--- config.mk ---
export PLATFORM = sky130hd
export DESIGN_NAME = uart_tx_arbiter
export DESIGN_NICKNAME = d
export VERILOG_FILES = /design/src/rtl/uart_arb_pkg.sv /design/src/rtl/rr_arbiter.sv /design/src/rtl/uart_tx_arbiter.sv
export SDC_FILE = /design/constraint.sdc
export NUM_CORES = 1
export LEC_CHECK = 0
export ABC_AREA = 1
export CAP_MARGIN = 20
export CORE_MARGIN = 5
export CORE_UTILIZATION = 48
export CTS_CLUSTER_DIAMETER = 150
export CTS_CLUSTER_SIZE = 12
export DETAILED_ROUTE_END_ITERATION = 10
export PLACE_DENSITY_LB_ADDON = 0.12
export SLEW_MARGIN = 20
export SYNTH_ARGS = -nofsm -noshare
export SYNTH_HDL_FRONTEND = slang
export SYNTH_SLANG_ARGS = --single-unit
--- constraint.sdc ---
create_clock -name i_clk -period 5.95 [get_ports i_clk]
set_input_delay 0.595 -clock i_clk [delete_from_list [all_inputs] [get_ports i_clk]]
set_output_delay 0.595 -clock i_clk [all_outputs]
set_load 0.1 [all_outputs]
--- src/rtl/uart_arb_pkg.sv ---
// Shared types and defaults for the uart_tx round-robin arbiter.
package uart_arb_pkg;

  localparam int DEF_NUM_REQ       = 4;
  localparam int DEF_START_TIMEOUT = 8;

  typedef enum logic [1:0] {
    IDLE,
    START,
    WAIT_BUSY,
    WAIT_DONE
  } arb_state_e;

  // Frame settings latched at grant and held for uart_tx until the next grant.
  typedef struct packed {
    logic [7:0] data;
    logic       parity_en;
    logic       even_parity;
  } tx_cfg_t;

  function automatic int cnt_width(input int timeout);
    int w;
    w = $clog2(timeout + 1);
    return (w < 4) ? 4 : w;
  endfunction

endpackage

--- src/rtl/rr_arbiter.sv ---
// Combinational round-robin pick: first valid requester at or after i_rr_ptr.
module rr_arbiter #(
  parameter int NUM_REQ = 4
) (
  input  logic [NUM_REQ-1:0]         i_req_valid,
  input  logic [$clog2(NUM_REQ)-1:0] i_rr_ptr,
  output logic [NUM_REQ-1:0]         o_grant,
  output logic [$clog2(NUM_REQ)-1:0] o_winner,
  output logic                       o_any_valid
);

  localparam int IDXW = $clog2(NUM_REQ);
  localparam logic [IDXW:0] NREQ_W = (IDXW+1)'(NUM_REQ);

  logic [NUM_REQ-1:0][IDXW-1:0] w_idx;
  logic [NUM_REQ-1:0]           w_rot;

  // w_rot[k] is the requester k positions after the pointer, modulo NUM_REQ.
  for (genvar k = 0; k < NUM_REQ; k++) begin : g_rot
    logic [IDXW:0] w_sum;
    assign w_sum    = {1'b0, i_rr_ptr} + (IDXW+1)'(k);
    assign w_idx[k] = (w_sum >= NREQ_W) ? IDXW'(w_sum - NREQ_W) : w_sum[IDXW-1:0];
    assign w_rot[k] = i_req_valid[w_idx[k]];
  end

  always_comb begin
    o_grant     = '0;
    o_winner    = '0;
    o_any_valid = 1'b0;
    for (int k = NUM_REQ - 1; k >= 0; k--) begin
      if (w_rot[k]) begin
        o_winner    = w_idx[k];
        o_any_valid = 1'b1;
      end
    end
    if (o_any_valid) o_grant[o_winner] = 1'b1;
  end

endmodule

--- src/rtl/uart_tx_arbiter.sv ---
// Shares one uart_tx among NUM_REQ byte producers: grant, start pulse, busy tracking.
module uart_tx_arbiter
  import uart_arb_pkg::*;
#(
  parameter int NUM_REQ       = DEF_NUM_REQ,
  parameter int START_TIMEOUT = DEF_START_TIMEOUT
) (
  input  logic                         i_clk,
  input  logic                         i_rst,
  input  logic [NUM_REQ-1:0]           i_req_valid,
  input  logic [NUM_REQ-1:0][7:0]      i_req_data,
  input  logic [NUM_REQ-1:0]           i_req_parity_en,
  input  logic [NUM_REQ-1:0]           i_req_even_parity,
  output logic [NUM_REQ-1:0]           o_req_ready,
  output logic                         o_tx_start,
  output logic [7:0]                   o_data_in,
  output logic                         o_parity_en,
  output logic                         o_even_parity,
  input  logic                         i_tx_busy,
  output logic [$clog2(NUM_REQ)-1:0]   o_grant_id,
  output logic                         o_frame_done,
  output logic                         o_timeout_err
);

  localparam int IDXW = $clog2(NUM_REQ);
  localparam int CNTW = cnt_width(START_TIMEOUT);
  localparam logic [CNTW-1:0] CNT_LAST = CNTW'(START_TIMEOUT - 1);
  localparam logic [IDXW-1:0] IDX_LAST = IDXW'(NUM_REQ - 1);

  arb_state_e        r_state;
  logic [IDXW-1:0]   r_rr_ptr;
  logic [IDXW-1:0]   r_grant_id;
  logic [CNTW-1:0]   r_cnt;
  tx_cfg_t           r_cfg;
  logic              r_tx_start;
  logic              r_frame_done;
  logic              r_timeout_err;

  logic [NUM_REQ-1:0] w_grant;
  logic [IDXW-1:0]    w_winner;
  logic               w_any_valid;
  logic               w_can_grant;
  logic               w_xfer;
  tx_cfg_t            w_sel_cfg;

  rr_arbiter #(.NUM_REQ(NUM_REQ)) u_rr (
    .i_req_valid (i_req_valid),
    .i_rr_ptr    (r_rr_ptr),
    .o_grant     (w_grant),
    .o_winner    (w_winner),
    .o_any_valid (w_any_valid)
  );

  // A busy transmitter in IDLE is a foreign or residual frame: hold off all grants.
  assign w_can_grant = (r_state == IDLE) && !i_tx_busy;
  assign o_req_ready = w_can_grant ? w_grant : '0;
  assign w_xfer      = |(i_req_valid & o_req_ready);
  assign w_sel_cfg   = {i_req_data[w_winner], i_req_parity_en[w_winner],
                        i_req_even_parity[w_winner]};

  always_ff @(posedge i_clk or posedge i_rst) begin
    if (i_rst) begin
      r_state       <= IDLE;
      r_rr_ptr      <= '0;
      r_grant_id    <= '0;
      r_cnt         <= '0;
      r_cfg         <= '0;
      r_tx_start    <= 1'b0;
      r_frame_done  <= 1'b0;
      r_timeout_err <= 1'b0;
    end else begin
      r_tx_start    <= 1'b0;
      r_frame_done  <= 1'b0;
      r_timeout_err <= 1'b0;
      case (r_state)
        IDLE: begin
          if (w_xfer) begin
            r_cfg      <= w_sel_cfg;
            r_grant_id <= w_winner;
            r_rr_ptr   <= (w_winner == IDX_LAST) ? '0 : w_winner + 1'b1;
            r_tx_start <= 1'b1;
            r_state    <= START;
          end
        end
        START: begin
          r_cnt   <= '0;
          r_state <= WAIT_BUSY;
        end
        WAIT_BUSY: begin
          if (i_tx_busy) begin
            r_state <= WAIT_DONE;
          end else if (r_cnt == CNT_LAST) begin
            // Pointer already sits past the dropped requester; no retry.
            r_timeout_err <= 1'b1;
            r_state       <= IDLE;
          end else begin
            r_cnt <= r_cnt + 1'b1;
          end
        end
        WAIT_DONE: begin
          if (!i_tx_busy) begin
            r_frame_done <= 1'b1;
            r_state      <= IDLE;
          end
        end
        default: r_state <= IDLE;
      endcase
    end
  end

  assign o_tx_start    = r_tx_start;
  assign o_data_in     = r_cfg.data;
  assign o_parity_en   = r_cfg.parity_en;
  assign o_even_parity = r_cfg.even_parity;
  assign o_grant_id    = r_grant_id;
  assign o_frame_done  = r_frame_done;
  assign o_timeout_err = r_timeout_err;

endmodule

==> results of run 1 <==
[critical path: stages]
cell and delay [ns]:
clkdlybuf4s50_1 0.52, inv_2 0.04, nand2_1 0.07, and2_4 0.17, nand2_4 0.06, nand2_2 0.07, inv_2 0.04, nand2_1 0.05
nand2_1 0.07, nand2_4 0.29, ha_1 0.25, inv_1 0.05, nor2_1 0.17, clkdlybuf4s50_1 1.16
[layout make-up]
| class | instances | area [um^2] | area share |
|---|---|---|---|
| Multi-Input combinational cell | 182 | 898 | 0.373 |
| Timing Repair Buffer | 65 | 651 | 0.270 |
| Sequential cell | 23 | 576 | 0.239 |
| Clock buffer | 4 | 26.3 | 0.0109 |
| Inverter | 52 | 200 | 0.0831 |
| Tap cell | 46 | 57.6 | 0.0239 |
[cells in the final DEF (no fill, tap or decap), types with 2 or more instances in the layout]
cell / synthesis / final
o21ai_1: 10 / 10
clkbuf_4: 0 / 3
inv_1: 44 / 44
nand3_1: 26 / 26
o21a_1: 2 / 2
nor2_1: 12 / 12
dfrtp_1: 23 / 23
clkdlybuf4s50_1: 0 / 65
nand2_1: 96 / 96
nand2_2: 6 / 6
inv_4: 2 / 2
nor3_1: 2 / 2
nand2_4: 3 / 3
inv_2: 5 / 5
nand4_1: 3 / 3
ha_1: 2 / 2
a21oi_1: 4 / 4
o21ai_0: 4 / 4
[synthesized netlist by cell type (2+ instances only)]
cell	number	area, um^2
a21oi_1	4	20.0
buf_2	4	20.0
buf_4	2	15.0
buf_6	3	33.8
dfrtp_1	23	576
ha_1	2	25.0
inv_1	44	165
inv_2	5	18.8
inv_4	2	12.5
nand2_1	96	360
nand2_2	6	37.5
nand2_4	3	33.8
nand3_1	26	130
nand4_1	3	18.8
nor2_1	12	45.0
nor3_1	2	10.0
o21a_1	2	15.0
o21ai_0	4	20.0
o21ai_1	10	50.1
[through the flow]
step / util / std cells
after floorplan: - / 266
after global placement: 0.697 / 368
after detailed placement: 0.697 / 368
after CTS: 0.705 / 372
after global routing: 0.705 / 372
final: 0.705 / 372
[worst max path at each step]
| stage | from | end | slack, ns | cells past startpoint |
|---|---|---|---|---|
| floorplan | i_req_valid[3] | r_rr_ptr[0] | 2.28 | 16 |
| global placement | i_req_valid[3] | o_req_ready[3] | 1.75 | 14 |
| detailed placement | i_req_valid[3] | o_req_ready[3] | 1.73 | 14 |
| CTS | i_req_valid[3] | o_req_ready[3] | 1.72 | 14 |
| global route | i_req_valid[3] | o_req_ready[3] | 1.51 | 14 |
| finish | i_req_valid[3] | o_req_ready[3] | 1.74 | 14 |
[flip-flops by register name, summed over array words and instances, names as in the netlist]
register	cells
o_parity_en	1
o_data_in	8
o_even_parity	1
r_rr_ptr	2
o_tx_start	1
o_timeout_err	1
r_state	2
r_cnt	4
o_frame_done	1
o_grant_id	2
[per-layer routing]
layer  routed length, um  global-route usage
met3                 272              0.0316
met2                2010               0.280
met5                   0                   0
met4                  80              0.0596
met1                2070               0.262
[kinds of logic after synthesis]
kind of cell,after synthesis,synth area share
buffers and inverters,61,0.154
xor gates and xnor gates,1,0.00503
and+or+nand+nor,154,0.399
adders and majority gates,2,0.0144
DFF,23,0.330
AOI/OAI and AO/OA,25,0.0969
==> results.tsv, run 1 <==
stage	metric	value	unit
status	status	complete, no violations	
clocking	clk_pin_slew	0.12	ns
setup_path	rr_endpoint	o_even_parity	
clocking	cts_hold_buffers	0	
global_route	grt_overflow	0	
min_path	min_to	o_timeout_err	
sta	min_period	4.21	ns
final_layout	fin_area	2410	um^2
placement	dpl-instance-area	2380	um^2
placement	place_worst_setup_slack	1.73	ns
sta	rsz0062_at_grt	no	
yosys	synth_edf_count	0	
setup_path	cp_max_fo	33	
yosys	synth_cell_types	32	
sta	fin_skew	0.00133	ns
sta	fmax	238	MHz
setup_path	worst_r2r_startpoint	r_rr_ptr[0]	
yosys	syn_inst	266	
detailed_routing	drt-initial-drc-count	175	
clocking	cts_tree	done	
detailed_routing	ant_nets	0	
die	start_util	0.510	
setup_path	ff2ff_setup_slack	3.45	ns
clocking	cts_root_buf	clkbuf_4	
setup_path	crit_arrival	3.61	ns
global_route	antenna_found_initial	0	
clocking	tritoncts.num_buffers	3	
setup_path	critPathLaunchType	input pin	
placement	gp_congestion	0.833	
yosys	syn_nets	315	
sta	slew_violations	0	
sta	tightest_slew	0.999	ns
yosys	yosysWarnings	0	
detailed_routing	wl_per_cell	11.9	um
die	die_area	4940	um^2
global_route	grt_pass1_wl	7.53	mm
sta	fin_tns_setup	0	ns
global_route	grt_max_degree	34	
global_route	grt_util_all_layers	0.184	
min_path	worstHoldPathCells	1	
final_layout	diodes	0	
detailed_routing	vias_per_cell	4.65	
setup_path	worstPathRequired	5.36	ns
clocking	cts_setup_buffers	0	
detailed_routing	wl	4.43	mm
sta	maxSlewHeadroom	0.332	
placement	portBuffers	65	
die	die_h	70.3	um
global_route	grt_pass1_vias	1562	
yosys	ys_seq_area_frac	0.330	
final_layout	drive_gt1_frac	0.0828	
clocking	insertion_delay	0.31	ns
sta	setup_slack	1.74	ns
clocking	post_cts_resized	0	
final_layout	area_growth	38.2	%
die	core	3420	um^2
sta	finalCritPeriodShare	0.707	
flow_run	maxCapViolations	0	
setup_path	rr_worst_depth	16	
die	die_x	70.3	um
clocking	clockBufferDepth	2	
die	ios	66	
min_path	hp-class	flop to flop	
final_layout	nets	376	
min_path	worstHoldStart	r_cnt[3]	
clocking	htreeDepth	1	
yosys	synth_area	1740	um^2
clocking	clock_sinks	23	
detailed_routing	dr.pass1.iters	4	
placement	dpl.hpwl	3.49	mm
detailed_routing	drc_errors	0	
yosys	synth_seq_cells	23	
setup_path	crit_type	input pin to output port	
detailed_routing	dr_total_vias	1729	
final_layout	n_fill_cell	309	
yosys	async_reset_ff_frac	1.00	
yosys	syn-mean-instance-area	6.55	um^2
sta	hold_violations	0	
die	rows	21	
sta	whs	0.482	ns
setup_path	endpoint_kind	output port	
sta	setup-violations-final	0	
yosys	synth_flop_cell	dfrtp_1	
Power of run 1 is not shown: default switching activity piles up to over one toggle a cycle in this logic, so the estimate is an artifact.
==> run 2, diff against run 1 <==
- CORE_UTILIZATION: 48 -> 44
- clock period: 5.95 -> 4.2 ns (I/O delays scaled with it)
==> run 2 against run 1 <==
  * Register-to-register slack worse by 1.7 ns
  * Via count is 2.4% higher
  * Utilization decreased by 5.8 points
  * Clock skew rose by 0.0019 ns
  * Sequential share of layout area fell by 0.12 points
  * Non-clock buffer count unchanged
==> results.tsv, run 2 (same netlist as run 1, synthesis figures left out) <==
stage	metric	value	unit
global_route	grt_overflow	0	
setup_path	crit_top_cell	nand2_1	
die	die_area	5320	um^2
global_route	grt_pass1_wl	7.33	mm
setup_path	worst_r2r_startpoint	r_rr_ptr[0]	
final_layout	nets	376	
setup_path	crit_path_cell_trace	clkdlybuf4s50_1 -> inv_2 -> nand2_1 -> and2_4 -> nand2_4 -> nand2_2 -> inv_2 -> nand2_1 -> nand2_1 -> nand2_4 -> ha_1 -> inv_1 -> nor2_1 -> buf_4	
setup_path	cp_max_fo	33	
clocking	post_cts_resized	0	
setup_path	worstPathRequired	3.78	ns
clocking	cts_setup_buffers	0	
final_layout	area_growth	38.9	%
final_layout	final_cell_mix	96 x nand2_1, 61 x clkdlybuf4s50_1, 44 x inv_1	
detailed_routing	vias_per_cell	4.74	
clocking	cts_tree	done	
placement	dpl-instance-area	2370	um^2
clocking	htreeDepth	1	
clocking	cts_root_buf	clkbuf_8	
die	ios	66	
final_layout	final_common_cell	nand2_1	
detailed_routing	ant_nets	0	
clocking	clk_pin_slew	0.08	ns
final_layout	largest_reg_flops	8	
setup_path	cp_slowest_cell	clkdlybuf4s50_1	
die	die_h	72.9	um
die	start_util	0.466	
placement	dpl.hpwl	3.39	mm
global_route	antenna_found_initial	0	
flow_run	maxCapViolations	0	
die	die_x	72.9	um
detailed_routing	wl	4.35	mm
setup_path	endpoint_kind	output port	
setup_path	slowest_delay	0.53	ns
final_layout	diodes	0	
detailed_routing	dr_total_vias	1771	
clocking	clock_sinks	23	
setup_path	critPathLaunchType	input pin	
clocking	tritoncts.num_buffers	3	
sta	fin_tns_setup	0	ns
die	core	3740	um^2
detailed_routing	drc_errors	0	
clocking	cts_hold_buffers	0	
detailed_routing	dr.pass1.iters	4	
status	status	complete, no violations	
setup_path	crit_type	input pin to output port	
min_path	worstHoldStart	r_cnt[3]	
setup_path	crit_path_start	i_req_valid[3]	
global_route	grt_max_degree	34	
placement	portBuffers	65	
clocking	clockBufferDepth	2	
sta	setup-violations-final	0	
global_route	grt_util_all_layers	0.168	
sta	rsz0062_at_grt	no	
setup_path	crit_arrival	2.60	ns
setup_path	cp_num_buf_inv	5	
global_route	grt_pass1_vias	1686	
sta	fin_skew	0.00321	ns
final_layout	drive_gt1_frac	0.0982	
sta	tightest_slew	1.00	ns
setup_path	critPathTopFamily	buffers and inverters	
final_layout	fin_area	2420	um^2
clocking	insertion_delay	0.26	ns
sta	fmax	331	MHz
sta	maxSlewHeadroom	0.329	
sta	slew_violations	0	
sta	hold_violations	0	
sta	min_period	3.02	ns
placement	gp_congestion	0.886	
min_path	hp-class	flop to flop	
detailed_routing	drt-initial-drc-count	115	
detailed_routing	wl_per_cell	11.6	um
die	rows	22	
sta	finalCritPeriodShare	0.719	
-- run 2: cell types whose count changed in the layout (fill, tap and decap cells not counted) --
cell             before  now
clkbuf_8              0    3
clkinv_2              0    1
clkdlybuf4s50_1      65   61
clkbuf_1              1    0
buf_4                 0    4
clkbuf_4              3    0
-- run 2: through the flow --
stage                     instances  utilization  hold slack [ns]  worst slack (ns)
final                           374        0.647            0.488              1.18
after global routing            374        0.647            0.517             0.986
after CTS                       374        0.647            0.484              1.16
after detailed placement        370        0.634            0.471              1.17
after global placement          370        0.634            0.470              1.20
after floorplan                 266            -            0.422             0.625
-- run 2: path summary, 6_finish.rpt --
| check | to | slack (ns) | cells past startpoint |
|---|---|---|---|
| hold / removal | o_timeout_err | 0.49 | 1 |
| setup / recovery | o_req_ready[3] | 1.18 | 14 |
| max in group asynchronous | o_data_in[3] | 3.06 | 2 |
| hold reg to reg | o_timeout_err | 0.49 | 1 |
| setup reg to reg | o_data_in[1] | 1.71 | 16 |
| min in group asynchronous | o_grant_id[1] | 0.62 | 2 |
-- run 2: final cells by class --
class | count | area, um^2
Fill cell | 360 | 1320
Clock buffer | 3 | 41.3
Inverter | 52 | 200
Multi-Input combinational cell | 182 | 898
Tap cell | 48 | 60.1
Timing Repair Buffer | 65 | 641
Sequential cell | 23 | 576
Clock inverter | 1 | 5.00
-- run 2: worst reg2reg max path, cell delays in order (launching register included) --
cell and delay [ns]:
dfrtp_1 0.53, inv_4 0.09, nand2_2 0.07, and2_4 0.15, nand2_4 0.06, nand2_2 0.07
inv_2 0.03, nand2_1 0.05, nand2_1 0.08, nand2_4 0.29, ha_1 0.26, inv_1 0.05
nor2_1 0.17, nand2_2 0.12, a21boi_4 0.20, nand3_1 0.09, nand2_1 0.06
-- run 2: routing by layer --
metal,vias to the layer above,GRT usage,share of wire
li1,936,-,-
met1,783,0.236,0.47
met2,46,0.274,0.46
met3,6,0.0207,0.053
met4,0,0.0430,0.011
met5,-,0,0
Power of run 2 is left out for the same reason.
